## src/rtl/esp8266_at_responder.sv

```systemverilog
// ESP8266-style AT command responder: assembles command lines, classifies them,
// paces a canned reply out at UART byte rate and runs a '+++'-terminated transparent mode.
module esp8266_at_responder #(
    parameter int CLK_FRE   = 50_000_000,
    parameter int BAUD_RATE = 115200,
    parameter int LINE_MAX  = 48
) (
    input  logic       sys_clk,
    input  logic       sys_rst_n,
    input  logic [7:0] pi_data,
    input  logic       pi_flag,
    output logic [7:0] po_data,
    output logic       po_flag,
    output logic [7:0] trans_data,
    output logic       trans_valid,
    output logic       trans_mode,
    output logic [3:0] cmd_id,
    output logic       cmd_valid,
    output logic       rx_drop,
    output logic [1:0] o_dbg_state
);
    // All strobes (pi_flag, po_flag, trans_valid, cmd_valid, rx_drop) are single-cycle
    // qualifiers with no back-pressure: a byte is consumed in the cycle its flag is high.
    localparam int BAUD_CNT = CLK_FRE / BAUD_RATE * 10;
    localparam int CW       = (BAUD_CNT > 1) ? $clog2(BAUD_CNT) : 1;
    localparam int LW       = $clog2(LINE_MAX + 1);
    localparam int HEAD     = 17;
    localparam logic [7:0] CR = 8'h0D;
    localparam logic [7:0] LF = 8'h0A;
    localparam logic [7:0] PL = 8'h2B;

    localparam logic [8*HEAD-1:0] P_AT    = {{(HEAD-2){8'h00}}, "AT"};
    localparam logic [8*HEAD-1:0] P_SAVE  = "AT+SAVETRANSLINK=";
    localparam logic [8*HEAD-1:0] P_CWMOD = {{(HEAD-10){8'h00}}, "AT+CWMODE="};
    localparam logic [8*HEAD-1:0] P_RST   = {{(HEAD-6){8'h00}}, "AT+RST"};
    localparam logic [8*HEAD-1:0] P_CWJAP = {{(HEAD-9){8'h00}}, "AT+CWJAP="};
    localparam logic [8*HEAD-1:0] P_CIFSR = {{(HEAD-8){8'h00}}, "AT+CIFSR"};
    localparam logic [8*HEAD-1:0] P_CIPST = {{(HEAD-12){8'h00}}, "AT+CIPSTART="};
    localparam logic [8*HEAD-1:0] P_CIPMD = {{(HEAD-11){8'h00}}, "AT+CIPMODE="};
    localparam logic [8*HEAD-1:0] P_CIPSD = {{(HEAD-10){8'h00}}, "AT+CIPSEND"};
    localparam logic [8*HEAD-1:0] P_PLUS  = {{(HEAD-3){8'h00}}, "+++"};

    typedef enum logic [1:0] {RX_LINE = 2'd0, MATCH = 2'd1, REPLY = 2'd2, TRANS = 2'd3} state_t;

    state_t          r_state;
    logic [7:0]      r_buf [HEAD];
    logic [LW-1:0]   r_len;
    logic            r_ovf;
    logic [1:0]      r_plus;
    logic [CW-1:0]   r_baud_cnt;
    logic [2:0]      r_idx;
    logic [8*HEAD-1:0] w_head;
    logic [3:0]      w_match;
    logic [2:0]      w_rlen;
    logic [7:0]      w_rbyte;

    function automatic logic hit(input logic [8*HEAD-1:0] head, input int len,
                                 input logic [8*HEAD-1:0] pat, input int plen, input logic exact);
        logic ok;
        int   pidx;
        ok = exact ? (len == plen) : (len >= plen);
        for (int k = 0; k < HEAD; k++) begin
            pidx = (k < plen) ? (plen - 1 - k) : 0;
            if (k < plen && head[8*(HEAD-1-k) +: 8] != pat[8*pidx +: 8]) ok = 1'b0;
        end
        return ok;
    endfunction

    function automatic logic [2:0] reply_len(input logic [3:0] id);
        case (id)
            4'd0:    return 3'd7;
            4'd9:    return 3'd5;
            default: return 3'd4;
        endcase
    endfunction

    function automatic logic [7:0] reply_byte(input logic [3:0] id, input logic [2:0] idx);
        logic [55:0] s;
        int          pos;
        case (id)
            4'd0:    s = "ERROR\015\012";
            4'd9:    s = {{2{8'h00}}, "OK\015\012>"};
            4'd10:   s = {{3{8'h00}}, "++\015\012"};
            default: s = {{3{8'h00}}, "OK\015\012"};
        endcase
        pos = int'(reply_len(id)) - 1 - int'(idx);
        if (pos < 0) pos = 0;
        return s[8*pos +: 8];
    endfunction

    // Only the longest command prefix is ever compared; later bytes just count toward length.
    always_comb begin
        w_head = '0;
        for (int k = 0; k < HEAD; k++) w_head[8*(HEAD-1-k) +: 8] = r_buf[k];
    end

    always_comb begin
        w_match = 4'd0;
        if (!r_ovf) begin
            if      (hit(w_head, int'(r_len), P_PLUS,  3,  1'b1)) w_match = 4'd10;
            else if (hit(w_head, int'(r_len), P_AT,    2,  1'b1)) w_match = 4'd1;
            else if (hit(w_head, int'(r_len), P_RST,   6,  1'b1)) w_match = 4'd4;
            else if (hit(w_head, int'(r_len), P_CIFSR, 8,  1'b1)) w_match = 4'd6;
            else if (hit(w_head, int'(r_len), P_SAVE,  17, 1'b0)) w_match = 4'd2;
            else if (hit(w_head, int'(r_len), P_CIPST, 12, 1'b0)) w_match = 4'd7;
            else if (hit(w_head, int'(r_len), P_CIPMD, 11, 1'b0)) w_match = 4'd8;
            else if (hit(w_head, int'(r_len), P_CIPSD, 10, 1'b1)) w_match = 4'd9;
            else if (hit(w_head, int'(r_len), P_CWMOD, 10, 1'b0)) w_match = 4'd3;
            else if (hit(w_head, int'(r_len), P_CWJAP, 9,  1'b0)) w_match = 4'd5;
        end
    end

    assign w_rlen      = reply_len(cmd_id);
    assign w_rbyte     = reply_byte(cmd_id, r_idx);
    assign o_dbg_state = r_state;

    always_ff @(posedge sys_clk or negedge sys_rst_n) begin
        if (!sys_rst_n) begin
            r_state     <= RX_LINE;
            for (int k = 0; k < HEAD; k++) r_buf[k] <= 8'h00;
            r_len       <= '0;
            r_ovf       <= 1'b0;
            r_plus      <= 2'd0;
            r_baud_cnt  <= '0;
            r_idx       <= 3'd0;
            po_data     <= 8'h00;
            po_flag     <= 1'b0;
            trans_data  <= 8'h00;
            trans_valid <= 1'b0;
            trans_mode  <= 1'b0;
            cmd_id      <= 4'd0;
            cmd_valid   <= 1'b0;
            rx_drop     <= 1'b0;
        end else begin
            po_flag     <= 1'b0;
            trans_valid <= 1'b0;
            cmd_valid   <= 1'b0;
            rx_drop     <= 1'b0;
            case (r_state)
                RX_LINE: begin
                    if (pi_flag) begin
                        if (pi_data == LF) begin
                            if (r_len != '0) r_state <= MATCH;
                        end else if (pi_data != CR) begin
                            if (r_len == LW'(LINE_MAX)) begin
                                rx_drop <= 1'b1;
                                r_ovf   <= 1'b1;
                            end else begin
                                if (int'(r_len) < HEAD) r_buf[r_len] <= pi_data;
                                r_len <= r_len + LW'(1);
                                if (r_len == LW'(2) && r_buf[0] == PL && r_buf[1] == PL && pi_data == PL)
                                    r_state <= MATCH;
                            end
                        end
                    end
                end
                MATCH: begin
                    cmd_id     <= w_match;
                    cmd_valid  <= 1'b1;
                    r_baud_cnt <= '0;
                    r_idx      <= 3'd0;
                    r_state    <= REPLY;
                    if (pi_flag) rx_drop <= 1'b1;
                end
                REPLY: begin
                    if (r_baud_cnt == '0) begin
                        po_flag <= 1'b1;
                        po_data <= w_rbyte;
                    end
                    if (r_baud_cnt == CW'(BAUD_CNT - 1)) begin
                        r_baud_cnt <= '0;
                        if (r_idx == w_rlen - 3'd1) begin
                            r_idx <= 3'd0;
                            r_len <= '0;
                            r_ovf <= 1'b0;
                            r_plus <= 2'd0;
                            r_state <= (cmd_id == 4'd9) ? TRANS : RX_LINE;
                            trans_mode <= (cmd_id == 4'd9);
                            // A byte landing on the exit cycle belongs to the state being entered.
                            if (pi_flag) begin
                                if (cmd_id == 4'd9) begin
                                    trans_data  <= pi_data;
                                    trans_valid <= 1'b1;
                                    r_plus      <= (pi_data == PL) ? 2'd1 : 2'd0;
                                end else if (pi_data != CR && pi_data != LF) begin
                                    r_buf[0] <= pi_data;
                                    r_len    <= LW'(1);
                                end
                            end
                        end else begin
                            r_idx <= r_idx + 3'd1;
                            if (pi_flag) rx_drop <= 1'b1;
                        end
                    end else begin
                        r_baud_cnt <= r_baud_cnt + CW'(1);
                        if (pi_flag) rx_drop <= 1'b1;
                    end
                end
                TRANS: begin
                    if (pi_flag) begin
                        trans_data  <= pi_data;
                        trans_valid <= 1'b1;
                        if (pi_data != PL) begin
                            r_plus <= 2'd0;
                        end else if (r_plus == 2'd2) begin
                            r_plus     <= 2'd0;
                            cmd_id     <= 4'd10;
                            cmd_valid  <= 1'b1;
                            trans_mode <= 1'b0;
                            r_baud_cnt <= '0;
                            r_idx      <= 3'd0;
                            r_state    <= REPLY;
                        end else begin
                            r_plus <= r_plus + 2'd1;
                        end
                    end
                end
                default: r_state <= RX_LINE;
            endcase
        end
    end
endmodule

```

## config.mk

```make
export PLATFORM = sky130hd
export DESIGN_NAME = esp8266_at_responder
export DESIGN_NICKNAME = d
export VERILOG_FILES = /design/src/rtl/esp8266_at_responder.sv
export SDC_FILE = /design/constraint.sdc
export NUM_CORES = 1
export LEC_CHECK = 0
export ABC_AREA = 1
export CAP_MARGIN = 20
export CELL_PAD_IN_SITES_DETAIL_PLACEMENT = 1
export CELL_PAD_IN_SITES_GLOBAL_PLACEMENT = 2
export CORE_MARGIN = 2
export CORE_UTILIZATION = 34
export CTS_BUF_LIST = sky130_fd_sc_hd__clkbuf_8
export DETAILED_ROUTE_END_ITERATION = 7
export GPL_TIMING_DRIVEN = 0
export PLACE_DENSITY = 0.81
export SLEW_MARGIN = 10
export SYNTH_ARGS = -nofsm -noshare
export SYNTH_HDL_FRONTEND = slang
export SYNTH_SLANG_ARGS = --single-unit
```

## constraint.sdc

```tcl
create_clock -name sys_clk -period 2.7 [get_ports sys_clk]
set_clock_uncertainty 0.2 [all_clocks]
set_input_delay 0.54 -clock sys_clk [delete_from_list [all_inputs] [get_ports sys_clk]]
set_output_delay 0.54 -clock sys_clk [all_outputs]
set_load 0.02 [all_outputs]
```

==> results of run 1 <==
## routing by layer
metal  part of all wire (%)  GRT usage, %
met1                     48          28.8
met3                    2.9          3.04
met2                     47          35.5
met4                    1.7          5.59
met5                      0             0
## path summary, 6_finish.rpt
check                                 startpoint                      to  slack (ps)  depth (start not counted)
min in group asynchronous              sys_rst_n   r_buf[42]$_DFFE_PN0P_         450                          2
max                        cmd_id[3]$_DFFE_PN0P_  po_data[2]$_DFFE_PN0P_         -80                         12
min reg2reg                r_buf[10]$_DFFE_PN0P_   r_buf[10]$_DFFE_PN0P_         290                          2
max reg2reg                cmd_id[3]$_DFFE_PN0P_  po_data[2]$_DFFE_PN0P_         -80                         12
max in group asynchronous              sys_rst_n    r_len[5]$_DFFE_PN0P_         930                          3
min                        r_buf[10]$_DFFE_PN0P_   r_buf[10]$_DFFE_PN0P_         290                          2
## registers in the layout, indices dropped and copies added, names as in the netlist
| name | flops |
|---|---|
| cmd_id | 4 |
| cmd_valid | 1 |
| o_dbg_state | 2 |
| po_data | 7 |
| po_flag | 1 |
| r_baud_cnt | 13 |
| r_buf | 136 |
| r_idx | 3 |
| r_len | 6 |
| r_ovf | 1 |
| r_plus | 2 |
| rx_drop | 1 |
| trans_data | 8 |
| trans_mode | 1 |
| trans_valid | 1 |
## worst min-delay path, delay by kind of cell (launching register included)
kind	cells	cell delay, ps
DFF	1	360
AOI/OAI and AO/OA	1	60
and+or+nand+nor	1	50
## metrics by stage
step	worst slack (ps)	total power (uW)	util, %	setup TNS [ps]
after floorplan	7.90	7320	-	0
after global placement	-8040	8620	37.7	-1497550
after detailed placement	-1040	8780	37.8	-131610
after CTS	-32.0	11100	40.6	-125
after global routing	-186	12200	41.4	-976
final	-75.2	11300	41.4	-143
## Yosys cell counts (2+ instances only)
master,n
nand3_1,60
ha_1,10
o22ai_1,5
nor4_1,7
nand3b_4,2
a21oi_1,9
o21ai_0,173
nand4_1,35
nand3b_1,6
fa_1,2
o211ai_1,2
nor2_2,3
nand2_1,349
buf_6,3
inv_1,165
nor3_2,2
inv_2,2
buf_2,14
nor2_1,162
nand3_4,5
or2_2,2
nor3_1,23
xor2_1,6
dfrtp_1,187
clkbuf_1,14
## report_power, final
group          leakage [uW]  internal [uW]  total, uW  switching (uW)
clock network      0.000205            709       1930            1220
logic               0.00249           1800       4780            2980
registers           0.00249           3790       4570             779
total               0.00519           6300      11300            4990
## cell families (layout without fill, tap and decap cells)
family,after synthesis,after routing
buffers and inverters,201,308
flip-flops,187,187
XOR/XNOR,7,7
AO/OA/AOI/OAI,197,197
multiplexers,1,1
AND/OR/NAND/NOR,658,658
adder cells (fa/ha/maj),12,12
other,1,1
## final cells by class
class,instances,share of cell area [%]
flip-flops and latches,187,40.7
plain buffers,32,1.80
multi-input cells,876,37.9
inverters,168,5.78
clock inverters,15,1.49
clock buffers,17,2.04
repair buffers,76,6.17
well taps,378,4.11
## timing repair
item / 4_1_cts / 5_1_grt
hold buffers: 1 / 0
buffers inserted: 25 / 13
gates resized for setup: 56 / 42
cloned: 0 / 0
pin swaps: 18 / 18
endpoints found under the hold margin: 94 / 0
endpoints found under the setup margin: 173 / 166
==> flow_summary.json, run 1 <==
{
  "outcome": "finished, violations left",
  "violations": "setup timing",
  "clkTransAtPathRegs_ps": 110,
  "hp-class": "reg2reg",
  "ir_drop_v": 0.000424,
  "antenna_found_initial": 0,
  "setup.worst_path.class": "reg2reg",
  "critical-path-top-delay-family": "adder cells",
  "crit_arrival_ps": 2990,
  "synth_xor_area_share_pct": 0.639,
  "netlist_top_cells_area": "dfrtp_1, nand2_1, o21ai_0",
  "htree_levels": 4,
  "grt_max_degree": 96,
  "ys.flop_type": "dfrtp_1",
  "multi_input_area_sq_um": 4350,
  "drv_cap": 0,
  "grt_usage_pct": 21.2,
  "synth_seq_cells": 187,
  "grt_first_pass_wirelength_um": 47800,
  "fill_cells": 3469,
  "synth-async-reset-ratio_pct": 100,
  "viasPerCell": 4.91,
  "placed_area_sq_um": 10500,
  "clk_path_buf_depth": 2,
  "first_pass_iters": 4,
  "die_w_um": 172,
  "synth_fa_ha_area_share_pct": 1.72,
  "layout_commonest_cell": "nand2_1",
  "syn_area_sq_um": 9600,
  "fin_ws_ps": -75.2,
  "clock_sinks": 187,
  "initial_core_util_pct": 34.6,
  "dp_hpwl_um": 21000,
  "post-route-min-period_ps": 2780,
  "yosysUniqueCellTypes": 41,
  "wl_per_cell_um": 17.2,
  "place.gp.congestion": 0.846,
  "postSynthCellCount": 1264,
  "pin_count": 38,
  "fin_cells": 1749,
  "final_antenna_net_count": 0,
  "fp.dieArea_sq_um": 29600,
  "hold_ws_ps": 293,
  "core-area_sq_um": 27800,
  "synth_mux_area_share_pct": 0.104,
  "synth_top_family_by_area": "simple AND/OR/NAND/NOR gates",
  "synthSimpleGateAreaFrac_pct": 29.6,
  "n_antenna_cell": 0,
  "slew_headroom_pct": 49.2,
  "dpl.cell_count": 1679,
  "crit_buf_inv": 3,
  "hold_viol": 0,
  "cp_cell_sequence": "nand3_4 -> inv_6 -> nor2_4 -> inv_2 -> ha_4 -> fa_2 -> fa_2 -> nor2_4 -> buf_6 -> nand3_4 -> o2111a_1 -> o21ai_1",
  "setup_violations": 3,
  "synth_top_area_share_pct": 48.7,
  "seq_area_frac_synth_pct": 48.7,
  "clk_latency_ps": 490,
  "ff_latch_area_sq_um": 4680,
  "synth_area_per_cell_sq_um": 7.60,
  "grt_pass1_vias": 8613,
  "slew_violations": 0,
  "cts_buffers": 17,
  "layout_common_cells": "nand2_1, dfrtp_1, o21ai_0",
  "grt_overflow_total": 0,
  "worst_slew_pin_slew_ps": 762,
  "crit_path_start_kind": "register",
  "rsz0062_at_grt": "yes",
  "clock.fmax_mhz": 360,
  "rows": 61,
  "synth_compound_area_share_pct": 10.7,
  "synth-edff-count": 0,
  "synth_top_area_cell": "dfrtp_1",
  "post-route-drc-count": 0,
  "synth_warnings": 0,
  "area_growth_pct": 19.8,
  "crit_slowest_cell": "dfrtp_2",
  "fin_crit_sh_pct": 103,
  "synth_fp_nets": 1287,
  "drt-total-wl_um": 30100,
  "critPathCaptureType": "register",
  "portBuffers": 36,
  "nets": 1381,
  "cts_tree": "built",
  "max_stage_delay_ps": 460,
  "p_per_area_nw_per_um2": 982,
  "crit_required_ps": 2910,
  "path_max_fanout": 4,
  "cts_root_buf": "clkbuf_8",
  "leakagePower_uw": 0.00519,
  "dr.first_iter.drc_count": 440,
  "drive_gt1_share_pct": 12.3,
  "dr_total_vias": 8590,
  "design_area_sq_um": 11500,
  "fp.dieH_um": 172
}
No activity file was read; power rests on OpenSTA's default activity.
==> run 2, diff against run 1 <==
CORE_UTILIZATION = 40   (was 34)
PLACE_DENSITY = 0.9   (was 0.81)
clock period = 3.4 ns   (was 2.7 ns; I/O delays follow)
==> flow_summary.json, run 2 (synthesized netlist as in run 1, its figures left out) <==
{
  "outcome": "finished, violations left",
  "violations": "hold timing",
  "setup_violations": 0,
  "reg_top3": "r_buf (136), r_baud_cnt (13), trans_data (8)",
  "critical-path-top-delay-family": "adder cells",
  "dp_hpwl_um": 20600,
  "crit_required_ps": 3590,
  "fin_crit_sh_pct": 92.5,
  "finalPower_uw": 8590,
  "route.met3.wl_um": 995,
  "cp_num_cells": 12,
  "grt_pass1_vias": 8739,
  "initial_core_util_pct": 40.8,
  "fill_cells": 2954,
  "cts_tree": "built",
  "clock.fmax_mhz": 318,
  "drt-total-wl_um": 29000,
  "cts_root_buf": "clkbuf_8",
  "hold_viol": 19,
  "clk_latency_ps": 510,
  "pin_count": 38,
  "die_w_um": 159,
  "fp.dieArea_sq_um": 25300,
  "regMostFlops": "r_buf",
  "antenna_found_initial": 1,
  "ff2ff_path_depth": 12,
  "clk_path_buf_depth": 2,
  "cp_cell_sequence": "nor2_1 -> nand3_2 -> inv_2 -> nor2_2 -> inv_1 -> ha_1 -> fa_1 -> fa_2 -> a2111oi_2 -> nor2_1 -> o21ai_0 -> o21ai_0",
  "leakagePower_uw": 0.00503,
  "rows": 56,
  "slew_violations": 0,
  "grt_max_degree": 95,
  "cts_buffers": 17,
  "crit_arrival_ps": 3330,
  "drive_gt1_share_pct": 7.05,
  "place.gp.congestion": 0.848,
  "portBuffers": 36,
  "slew_headroom_pct": 48.8,
  "hold_ws_ps": -42.5,
  "clkTransAtPathRegs_ps": 100,
  "path_max_fanout": 6,
  "wl_met2_um": 14200,
  "critPathCaptureType": "register",
  "grt_first_pass_wirelength_um": 47300,
  "ir_drop_v": 0.000320,
  "wl_met1_um": 13400,
  "worst_slew_pin_slew_ps": 765,
  "drv_cap": 0,
  "first_pass_iters": 4,
  "core-area_sq_um": 23500,
  "area_growth_pct": 14.3,
  "crit_slowest_cell": "fa_2",
  "grt_usage_pct": 23.7,
  "nets": 1358,
  "rsz0062_at_grt": "no",
  "grt_overflow_total": 0,
  "cts_hold_buf": 0,
  "max_stage_delay_ps": 440,
  "n_antenna_cell": 0,
  "hp-class": "in2async",
  "dr_total_vias": 8440,
  "dr.first_iter.drc_count": 432,
  "clock_sinks": 187,
  "fp.dieH_um": 159,
  "layout_common_cells": "nand2_1, dfrtp_1, o21ai_0",
  "final_antenna_net_count": 0,
  "post-route-min-period_ps": 3150,
  "wl_per_cell_um": 17.4,
  "setup.worst_path.class": "reg2reg",
  "p_per_area_nw_per_um2": 783,
  "htree_levels": 4,
  "layout_commonest_cell": "nand2_1",
  "crit_path_start_kind": "register",
  "largest_reg_flops": 136,
  "crit_buf_inv": 2,
  "viasPerCell": 5.06,
  "post-route-drc-count": 0,
  "highest_layer": "met4"
}
## run 2: cell count changes in the layout (fill, tap and decap cells not counted), sizes merged
| cell | delta |
|---|---|
| buf | -25 |
| bufinv | +2 |
| clkbuf | +3 |
| clkdlybuf4s50 | +1 |
| clkinv | -2 |
| clkinvlp | -2 |
| dlygate4sd3 | -1 |
| dlymetal6s2s | -1 |
| inv | +2 |
## run 2: repair_timing
item	in CTS	in global routing
buffers inserted	0	15
pin swaps	0	5
resized for setup	3	9
endpoints found under the setup margin	7	65
## run 2: through the flow
stage	instance area, sq um	utilization [%]	cells	setup TNS (ps)	setup WS, ps
6_report	11000	46.6	1667	0	254
5_1_grt	11000	46.6	1667	0	7.93
4_1_cts	10800	46.0	1652	0	36.0
3_5_place_dp	10400	44.1	1620	-16140	-366
3_3_place_gp	10400	44.0	1619	-1234850	-6550
2_1_floorplan	9600	-	1264	0	298
## run 2: final cells by class
class | count | area, sq um | share of cell area (%)
Inverter | 168 | 631 | 5.75
Sequential cell | 187 | 4680 | 42.7
Clock inverter | 15 | 200 | 1.82
Multi-Input combinational cell | 876 | 4140 | 37.7
Buffer | 33 | 184 | 1.68
Timing Repair Buffer | 52 | 505 | 4.61
Clock buffer | 17 | 234 | 2.13
Tap cell | 319 | 399 | 3.64
## run 2: power breakdown
group | switching [uW] | total [uW] | internal (uW)
logic | 2130 | 3290 | 1150
clock network | 975 | 1670 | 697
registers | 626 | 3630 | 3010
## run 2: routing by layer
layer | vias up | GRT usage [%]
met4 | 0 | 5.99
li1 | 4185 | -
met1 | 4098 | 31.5
met5 | - | 0
met3 | 33 | 4.21
met2 | 124 | 40.4
## run 2: worst paths after layout
| kind | slack (ps) | endpoint | start |
|---|---|---|---|
| setup / recovery | 250 | po_data[3]$_DFFE_PN0P_ | cmd_id[1]$_DFFE_PN0P_ |
| hold / removal | -40 | r_buf[46]$_DFFE_PN0P_ | sys_rst_n |
| setup reg to reg | 250 | po_data[3]$_DFFE_PN0P_ | cmd_id[1]$_DFFE_PN0P_ |
| hold reg to reg | 290 | po_data[1]$_DFFE_PN0P_ | po_data[1]$_DFFE_PN0P_ |
| max in group asynchronous | 2110 | r_len[0]$_DFFE_PN0P_ | sys_rst_n |
| min in group sys_clk | 290 | po_data[1]$_DFFE_PN0P_ | po_data[1]$_DFFE_PN0P_ |
## run 2: worst register-to-register path, stage by stage, from the launching register on
cell       delay [ps]
dfrtp_1           420
nor2_1             90
nand3_2           140
inv_2             120
nor2_2            130
inv_1              80
ha_1              210
fa_1              400
fa_2              440
a2111oi_2         400
nor2_1            190
o21ai_0           120
o21ai_0            90
==> run 3, diff against run 2 <==
clock period = 3.66 ns   (was 3.4 ns; I/O delays follow)
==> flow_summary.json, run 3 (synthesized netlist as in run 1, its figures left out) <==
{
  "rsz0062_at_grt": "no",
  "fp.dieH_um": 159,
  "ctsResizeCount": 0,
  "dr_total_vias": 8391,
  "area_growth_pct": 12.9,
  "regMostFlops": "r_buf",
  "reg_top3": "r_buf (136), r_baud_cnt (13), trans_data (8)",
  "placed_area_sq_um": 10400,
  "crit_path_start_kind": "register",
  "layout_commonest_cell": "nand2_1",
  "path_max_fanout": 10,
  "post-route-drc-count": 0,
  "dp_hpwl_um": 20600,
  "cts_tree": "built",
  "clock_sinks": 187,
  "grt_first_pass_wirelength_um": 47200,
  "p_per_area_nw_per_um2": 734,
  "fp.dieArea_sq_um": 25300,
  "fin_ws_ps": 320,
  "critPathCaptureType": "register",
  "htree_levels": 4,
  "crit_required_ps": 3870,
  "wl_per_cell_um": 17.5,
  "worst_slew_pin_slew_ps": 775,
  "initial_core_util_pct": 40.8,
  "n_antenna_cell": 0,
  "cts_setup_buffers": 0,
  "clkTransAtPathRegs_ps": 100,
  "outcome": "completed",
  "drive_gt1_share_pct": 5.63,
  "grt_pass1_vias": 8704,
  "post-route-util_pct": 46.1,
  "final_antenna_net_count": 0,
  "hp-class": "in2async",
  "grt_max_degree": 95,
  "design_area_sq_um": 10800,
  "layout_common_cells": "nand2_1, dfrtp_1, o21ai_0",
  "grt_usage_pct": 23.7,
  "cts_root_buf": "clkbuf_8",
  "nets": 1343,
  "viasPerCell": 5.08,
  "clock.fmax_mhz": 299,
  "setup.worst_path.class": "reg2reg",
  "hold_viol": 0,
  "rows": 56,
  "rr_startpoint": "r_len[0]$_DFFE_PN0P_",
  "largest_reg_flops": 136,
  "cts_hold_buf": 0,
  "preCtsSetupSlack_ps": -158,
  "fin_crit_sh_pct": 91.3,
  "drv_cap": 0,
  "slew_headroom_pct": 48.2,
  "ir_drop_v": 0.000297,
  "leakagePower_uw": 0.00497,
  "setup_violations": 0,
  "slew_violations": 0,
  "finalPower_uw": 7960,
  "core-area_sq_um": 23500,
  "first_pass_iters": 4,
  "cts_buffers": 17,
  "portBuffers": 36,
  "cp-startpoint": "r_len[0]$_DFFE_PN0P_",
  "post-route-min-period_ps": 3340,
  "grt_overflow_total": 0,
  "dr.first_iter.drc_count": 455,
  "clk_latency_ps": 520,
  "pin_count": 38,
  "crit_arrival_ps": 3550,
  "clk_path_buf_depth": 2,
  "antenna_found_initial": 1,
  "die_w_um": 159,
  "place.gp.congestion": 0.848,
  "drt-total-wl_um": 28800
}
[run 3: metrics by stage]
step / std cells / hold WS, ps / setup TNS, ps
after CTS: 1652 / 59.8 / 0
after floorplan: 1264 / 236 / 0
final: 1652 / 12.1 / 0
after detailed placement: 1620 / 270 / -1310
after global routing: 1652 / 59.0 / 0
after global placement: 1619 / 263 / -1184620
[run 3: final timing paths]
| check | to | slack (ps) | cells past startpoint |
|---|---|---|---|
| min in group sys_clk | po_data[1]$_DFFE_PN0P_ | 290 | 2 |
| hold reg to reg | po_data[1]$_DFFE_PN0P_ | 290 | 2 |
| max in group asynchronous | r_len[0]$_DFFE_PN0P_ | 2310 | 2 |
| setup reg to reg | r_buf[34]$_DFFE_PN0P_ | 320 | 11 |
| hold / removal | r_buf[46]$_DFFE_PN0P_ | 10 | 1 |
| setup / recovery | r_buf[34]$_DFFE_PN0P_ | 320 | 11 |
[run 3: where the power goes]
group,switching (uW),leakage [uW],internal (uW)
combinational,1970,0.00225,1060
clock,907,0.000216,648
sequential,582,0.00250,2790
total,3460,0.00497,4500
[run 3: final cells by class]
| type | instances | area, sq um |
|---|---|---|
| Buffer | 33 | 184 |
| Sequential cell | 187 | 4680 |
| Timing Repair Buffer | 37 | 393 |
| Clock buffer | 17 | 234 |
| Fill cell | 2947 | 12700 |
| Inverter | 168 | 631 |
| Multi-Input combinational cell | 876 | 4120 |
| Clock inverter | 15 | 200 |
| Tap cell | 319 | 399 |
[run 3: routing by layer]
| layer | up-vias | global-route usage (%) | share of wire (%) |
|---|---|---|---|
| li1 | 4152 | - | - |
| met1 | 4114 | 31.6 | 47 |
| met2 | 95 | 40.3 | 49 |
| met3 | 30 | 4.21 | 3.0 |
| met4 | 0 | 5.74 | 1.4 |
| met5 | - | 0 | 0 |
[run 3: critical path, cell delays in order, from the launching register on]
cell and delay, ps:
dfrtp_1 440, inv_1 190, ha_1 360, inv_1 110
nor2_2 260, nand2_1 90, nand2_1 110, nand2_1 110
nor3_4 340, nand4_1 490, buf_2 350, o21ai_0 200
